## config.mk

```make
export PLATFORM = sky130hd
export DESIGN_NAME = mr_alu_wb_flat
export DESIGN_NICKNAME = d
export VERILOG_FILES = /design/src/rtl/mr_alu_wb_if.sv /design/src/rtl/mr_alu_wb.sv /design/src/flat_wrapper.sv
export SDC_FILE = /design/constraint.sdc
export NUM_CORES = 1
export LEC_CHECK = 0
export CAP_MARGIN = 20
export CORE_MARGIN = 2
export CORE_UTILIZATION = 35
export CTS_CLUSTER_DIAMETER = 150
export DETAILED_ROUTE_END_ITERATION = 8
export PLACE_DENSITY = 0.62
export REMOVE_ABC_BUFFERS = 1
export SLEW_MARGIN = 20
export SYNTH_ARGS = -nofsm -noshare
export SYNTH_HDL_FRONTEND = slang
export SYNTH_SLANG_ARGS = --single-unit
```

## constraint.sdc

```tcl
create_clock -name clk -period 4.7 [get_ports clk]
set_input_delay 0.94 -clock clk [delete_from_list [all_inputs] [get_ports clk]]
set_output_delay 0.94 -clock clk [all_outputs]
set_load 0.005 [all_outputs]
```

## src/rtl/mr_alu_wb_if.sv

```systemverilog
// Issue, forwarding and writeback signals between the execute-to-writeback stage
// and its neighbours. Master drives issue and consumes writeback; slave is the stage.
interface mr_alu_wb_if #(
  parameter int unsigned XLEN = 32
);
  logic            issue_valid;
  logic [4:0]      issue_rd;
  logic            issue_ready;
  logic [XLEN-1:0] alu_dest;
  logic            fwd_valid;
  logic [4:0]      fwd_rd;
  logic [XLEN-1:0] fwd_data;
  logic            wb_valid;
  logic [4:0]      wb_rd;
  logic [XLEN-1:0] wb_data;
  logic            wb_ready;

  modport master (
    output issue_valid, issue_rd, alu_dest, wb_ready,
    input  issue_ready, fwd_valid, fwd_rd, fwd_data, wb_valid, wb_rd, wb_data
  );

  modport slave (
    input  issue_valid, issue_rd, alu_dest, wb_ready,
    output issue_ready, fwd_valid, fwd_rd, fwd_data, wb_valid, wb_rd, wb_data
  );
endinterface

```

## src/rtl/mr_alu_wb.sv

```systemverilog
// Execute-to-writeback stage: pairs issued rd tags with the registered ALU result one
// cycle later, queues them in an in-order FIFO and drives the writeback handshake.
module mr_alu_wb #(
  parameter int unsigned XLEN  = 32,
  parameter int unsigned DEPTH = 3
) (
  input logic        clk,
  input logic        rst,
  mr_alu_wb_if.slave bus
);

  localparam int unsigned PtrW = (DEPTH > 1) ? $clog2(DEPTH) : 1;
  localparam int unsigned CntW = $clog2(DEPTH + 1);

  typedef logic [PtrW-1:0] ptr_t;

  logic            pend_v_q, pend_v_d;
  logic [4:0]      pend_rd_q, pend_rd_d;
  logic [CntW-1:0] count_q, count_d;
  ptr_t            rd_ptr_q, rd_ptr_d;
  ptr_t            wr_ptr_q, wr_ptr_d;
  logic [4:0]      rd_mem   [DEPTH];
  logic [XLEN-1:0] data_mem [DEPTH];
  logic            fire, push, pop, wb_valid;

  function automatic ptr_t ptr_inc(input ptr_t p);
    return (p == ptr_t'(DEPTH - 1)) ? '0 : p + ptr_t'(1);
  endfunction

  // Credit counts the pending op too, so a capture can never land on a full FIFO.
  assign bus.issue_ready = !rst && ((32'(count_q) + 32'(pend_v_q)) < DEPTH);

  assign fire     = bus.issue_valid && bus.issue_ready;
  assign push     = pend_v_q;
  assign wb_valid = (count_q != '0);
  assign pop      = wb_valid && bus.wb_ready;

  always_comb begin
    pend_v_d  = fire && (bus.issue_rd != 5'd0);
    pend_rd_d = pend_v_d ? bus.issue_rd : 5'd0;
    wr_ptr_d  = push ? ptr_inc(wr_ptr_q) : wr_ptr_q;
    rd_ptr_d  = pop ? ptr_inc(rd_ptr_q) : rd_ptr_q;
    count_d   = count_q + CntW'(push) - CntW'(pop);
  end

  always_ff @(posedge clk) begin
    if (rst) begin
      pend_v_q  <= 1'b0;
      pend_rd_q <= 5'd0;
      count_q   <= '0;
      rd_ptr_q  <= '0;
      wr_ptr_q  <= '0;
    end else begin
      pend_v_q  <= pend_v_d;
      pend_rd_q <= pend_rd_d;
      count_q   <= count_d;
      rd_ptr_q  <= rd_ptr_d;
      wr_ptr_q  <= wr_ptr_d;
    end
  end

  // Storage needs no reset; outputs are gated by count.
  always_ff @(posedge clk) begin
    if (push) begin
      rd_mem[wr_ptr_q]   <= pend_rd_q;
      data_mem[wr_ptr_q] <= bus.alu_dest;
    end
  end

  assign bus.wb_valid  = wb_valid;
  assign bus.wb_rd     = wb_valid ? rd_mem[rd_ptr_q] : 5'd0;
  assign bus.wb_data   = wb_valid ? data_mem[rd_ptr_q] : '0;

  assign bus.fwd_valid = pend_v_q;
  assign bus.fwd_rd    = pend_v_q ? pend_rd_q : 5'd0;
  assign bus.fwd_data  = pend_v_q ? bus.alu_dest : '0;

  a_no_push_full: assert property (@(posedge clk) disable iff (rst)
    !(push && (count_q == CntW'(DEPTH))));
  a_wb_valid_count: assert property (@(posedge clk) disable iff (rst)
    bus.wb_valid == (count_q != '0));

endmodule
```

## src/flat_wrapper.sv

```systemverilog
// flat-port wrapper written by rule: the top's interface ports become plain ports
module mr_alu_wb_flat 
#(
  parameter int unsigned XLEN  = 32,
  parameter int unsigned DEPTH = 3
)
  (clk, rst, bus_issue_valid, bus_issue_rd, bus_alu_dest, bus_wb_ready, bus_issue_ready, bus_fwd_valid, bus_fwd_rd, bus_fwd_data, bus_wb_valid, bus_wb_rd, bus_wb_data);
  mr_alu_wb_if #(.XLEN(XLEN)) bus_i ();
  input logic clk;
  input logic rst;
  input wire logic [$bits(bus_i.issue_valid)-1:0] bus_issue_valid;
  input wire logic [$bits(bus_i.issue_rd)-1:0] bus_issue_rd;
  input wire logic [$bits(bus_i.alu_dest)-1:0] bus_alu_dest;
  input wire logic [$bits(bus_i.wb_ready)-1:0] bus_wb_ready;
  output wire logic [$bits(bus_i.issue_ready)-1:0] bus_issue_ready;
  output wire logic [$bits(bus_i.fwd_valid)-1:0] bus_fwd_valid;
  output wire logic [$bits(bus_i.fwd_rd)-1:0] bus_fwd_rd;
  output wire logic [$bits(bus_i.fwd_data)-1:0] bus_fwd_data;
  output wire logic [$bits(bus_i.wb_valid)-1:0] bus_wb_valid;
  output wire logic [$bits(bus_i.wb_rd)-1:0] bus_wb_rd;
  output wire logic [$bits(bus_i.wb_data)-1:0] bus_wb_data;
  assign bus_i.issue_valid = bus_issue_valid;
  assign bus_i.issue_rd = bus_issue_rd;
  assign bus_i.alu_dest = bus_alu_dest;
  assign bus_i.wb_ready = bus_wb_ready;
  assign bus_issue_ready = bus_i.issue_ready;
  assign bus_fwd_valid = bus_i.fwd_valid;
  assign bus_fwd_rd = bus_i.fwd_rd;
  assign bus_fwd_data = bus_i.fwd_data;
  assign bus_wb_valid = bus_i.wb_valid;
  assign bus_wb_rd = bus_i.wb_rd;
  assign bus_wb_data = bus_i.wb_data;
  mr_alu_wb #(.XLEN(XLEN), .DEPTH(DEPTH)) u_core (.clk(clk), .rst(rst), .bus(bus_i));
endmodule
```

==> impl_metrics.json <==
{
  "yosys-top-cells-area": "edfxtp_1, mux2_4, o211a_1",
  "areaGrowthSynthToFinish_pct": 35.2,
  "cts.htree.levels": 4,
  "antenna_left": 0,
  "dieArea_um2": 16400,
  "rsz0062_at_grt": "false",
  "ys_top_cells_by_count": "edfxtp_1, nand2b_1, o211a_1, and2_1, mux2_4",
  "total_leakage_power_nw": 2.89,
  "yosysMostFrequentCell": "edfxtp_1",
  "worst_hold_path_type": "flip-flop to flip-flop",
  "start_kind": "flip-flop",
  "core-area_um2": 15100,
  "synth_cells": 327,
  "antenna_found_initial": 0,
  "avgSynthCellArea_um2": 16.5,
  "first_pass_iters": 4,
  "max_slew_margin_pct": 39.3,
  "wl_per_cell_um": 15.9,
  "slew_viol_final": 0,
  "grt_max_degree": 75,
  "dpl.cell_count": 619,
  "met1Wirelength_um": 4560,
  "rows": 45,
  "outcome": "completed",
  "dr.first_iter.drc_count": 135,
  "clock_skew_ps": 7.24,
  "worst_slack_ps": 1210,
  "start_util_pct": 35.6,
  "drcViolationCount": 0,
  "synth_seq_area_share_pct": 67.1,
  "cts_tree": "yes",
  "io_buffers": 117,
  "grt_pass1_vias": 3063,
  "synth-seq-cells": 125,
  "clockRootBuffer": "clkbuf_16",
  "yosysWarnings": 0,
  "synthArstFlopShare_pct": 0,
  "die_x_um": 128,
  "utilization_pct": 48.1,
  "fin_cells": 651,
  "hold_viol": 0,
  "place_area_um2": 6720,
  "p_sw_uw": 899,
  "maxCapViolations": 0,
  "dp_hpwl_um": 6080,
  "fin_area_um2": 7280,
  "via_per_inst": 4.77,
  "yosys.area.top_type_share_pct": 61.9,
  "internal_power_mw": 2.77,
  "synth.distinct_cells": 30,
  "clk_latency_ps": 400,
  "pre_cts_slack_ps": 1300,
  "ios": 118,
  "worst_slew_pin_slew_ps": 910,
  "crit_arrival_ps": 2550,
  "dieHeight_um": 128,
  "worstPathRequired_ps": 3760,
  "place.gp.congestion": 0.691,
  "max_freq_ghz": 0.287,
  "cts_hold_buffers": 0,
  "switching_share_pct": 24.5,
  "synthesis.area_um2": 5390,
  "top_layer_used": "met4",
  "max_stage_delay_ps": 780,
  "antenna_cells": 0,
  "post_cts_buffers": 0,
  "p_total_mw": 3.67,
  "grt_first_pass_wirelength_um": 15700,
  "dr_wl_met2_um": 5290,
  "peakVddDrop_mv": 0.306,
  "synth-main-ff-cell": "edfxtp_1",
  "numCtsBuffers": 17,
  "finalCritPeriodShare_pct": 74.2,
  "crit_chain": "buf_4, mux2_4, o211a_1, clkdlybuf4s50_1",
  "setup_viol": 0,
  "pwr_density_cell_nw_per_um2": 504,
  "cp.buffers_inverters": 2,
  "routed_wl_um": 10400,
  "pwr-share-comb_pct": 29.6,
  "cts_num_sinks": 125,
  "track_usage_pct": 13.0,
  "synth_top_cell_by_area": "edfxtp_1",
  "drive_above_1_share_pct": 16.8,
  "fin_crit_ps": 3490,
  "nNetsFinal": 495,
  "power.share.clock_pct": 33.9,
  "vias": 3104,
  "worstSetupEndpointType": "output port",
  "clk_pin_slew_ps": 50,
  "worstPathMaxFanout": 19,
  "cp_top_family": "buffers and inverters",
  "p_seq_share_pct": 36.6,
  "overflow": 0,
  "met3WireLength_um": 448,
  "r2r_slack_ps": 2700,
  "clock_path_buffers": 2,
  "tns_ps": 0,
  "cpMaxStageDelayCell": "dfxtp_2",
  "critPathKind": "flip-flop to output port",
  "cts_resized": 0,
  "whs_ps": 477,
  "synth-edff-count": 111
}
path summary, 6_finish.rpt:
| check | start | to | cells after the start |
|---|---|---|---|
| max | flip-flop | bus_wb_data[23] | 4 |
| max reg2reg | u_core.bus.fwd_valid | u_core.data_mem[1][20] | 3 |
| min reg2reg | u_core.pend_rd_q[1] | u_core.rd_mem[0][1] | 0 |
| min | u_core.pend_rd_q[1] | u_core.rd_mem[0][1] | 0 |
area by class of cell:
class / count / area (um^2)
fillers: 1338 / 7860
repair buffers: 124 / 1220
well taps: 188 / 235
flip-flops and latches: 125 / 3620
multi-input cells: 179 / 1630
inverters: 3 / 11.3
clock buffers: 22 / 444
clock inverters: 10 / 121
kinds of logic (layout without fill, tap and decap cells):
family,after synthesis,after routing,synth area share (%)
compound gates,42,42,7.71
xor+xnor,1,1,0.418
fa+ha+maj,4,4,0.929
buf+inv,23,159,2.88
flops,125,125,67.1
mux,39,39,10.2
simple gates,93,93,10.8
worst register-to-register path, stage by stage (launching register included):
cell	delay (ps)
dfxtp_1	330
buf_4	360
nand3b_1	190
inv_2	680
cells in the final DEF, fill, tap and decap left out, drive strengths merged, types with 2 or more instances in the layout:
cell           netlist  routed
clkbuf               8      22
clkinv               0       7
mux2                38      38
inv                  3       3
o211a               38      38
clkdlybuf4s50        0     117
nor2b                3       3
ha                   4       4
nand2b              39      39
buf                 12       7
and3                 5       5
edfxtp             111     111
bufinv               0       3
nor2                 2       2
dfxtp               14      14
and2                37      37
flip-flops by register name, summed over array words and instances (netlist names), named ones only:
signal / cells
u_core.rd_mem: 15
u_core.wr_ptr_q: 2
u_core.bus.fwd_valid: 1
u_core.rd_ptr_q: 2
u_core.pend_rd_q: 5
u_core.data_mem: 96
u_core.count_q: 2
power groups by stage:
stage | Clock [mW] | Sequential (mW) | Combinational, mW
floorplan | 0 | 1.39 | 0.501
finish | 1.24 | 1.34 | 1.09
global placement | 0 | 1.36 | 1.10
detailed placement | 0 | 1.37 | 1.11
global route | 1.32 | 1.35 | 1.18
CTS | 1.27 | 1.35 | 1.12
metal layers:
layer  global-route usage, %  vias to the layer above
met1                    15.0                     1545
li1                        -                     1471
met5                       0                        -
met2                    22.5                       81
met3                    4.76                        7
met4                    4.27                        0
(Power assumes the default switching activity.)
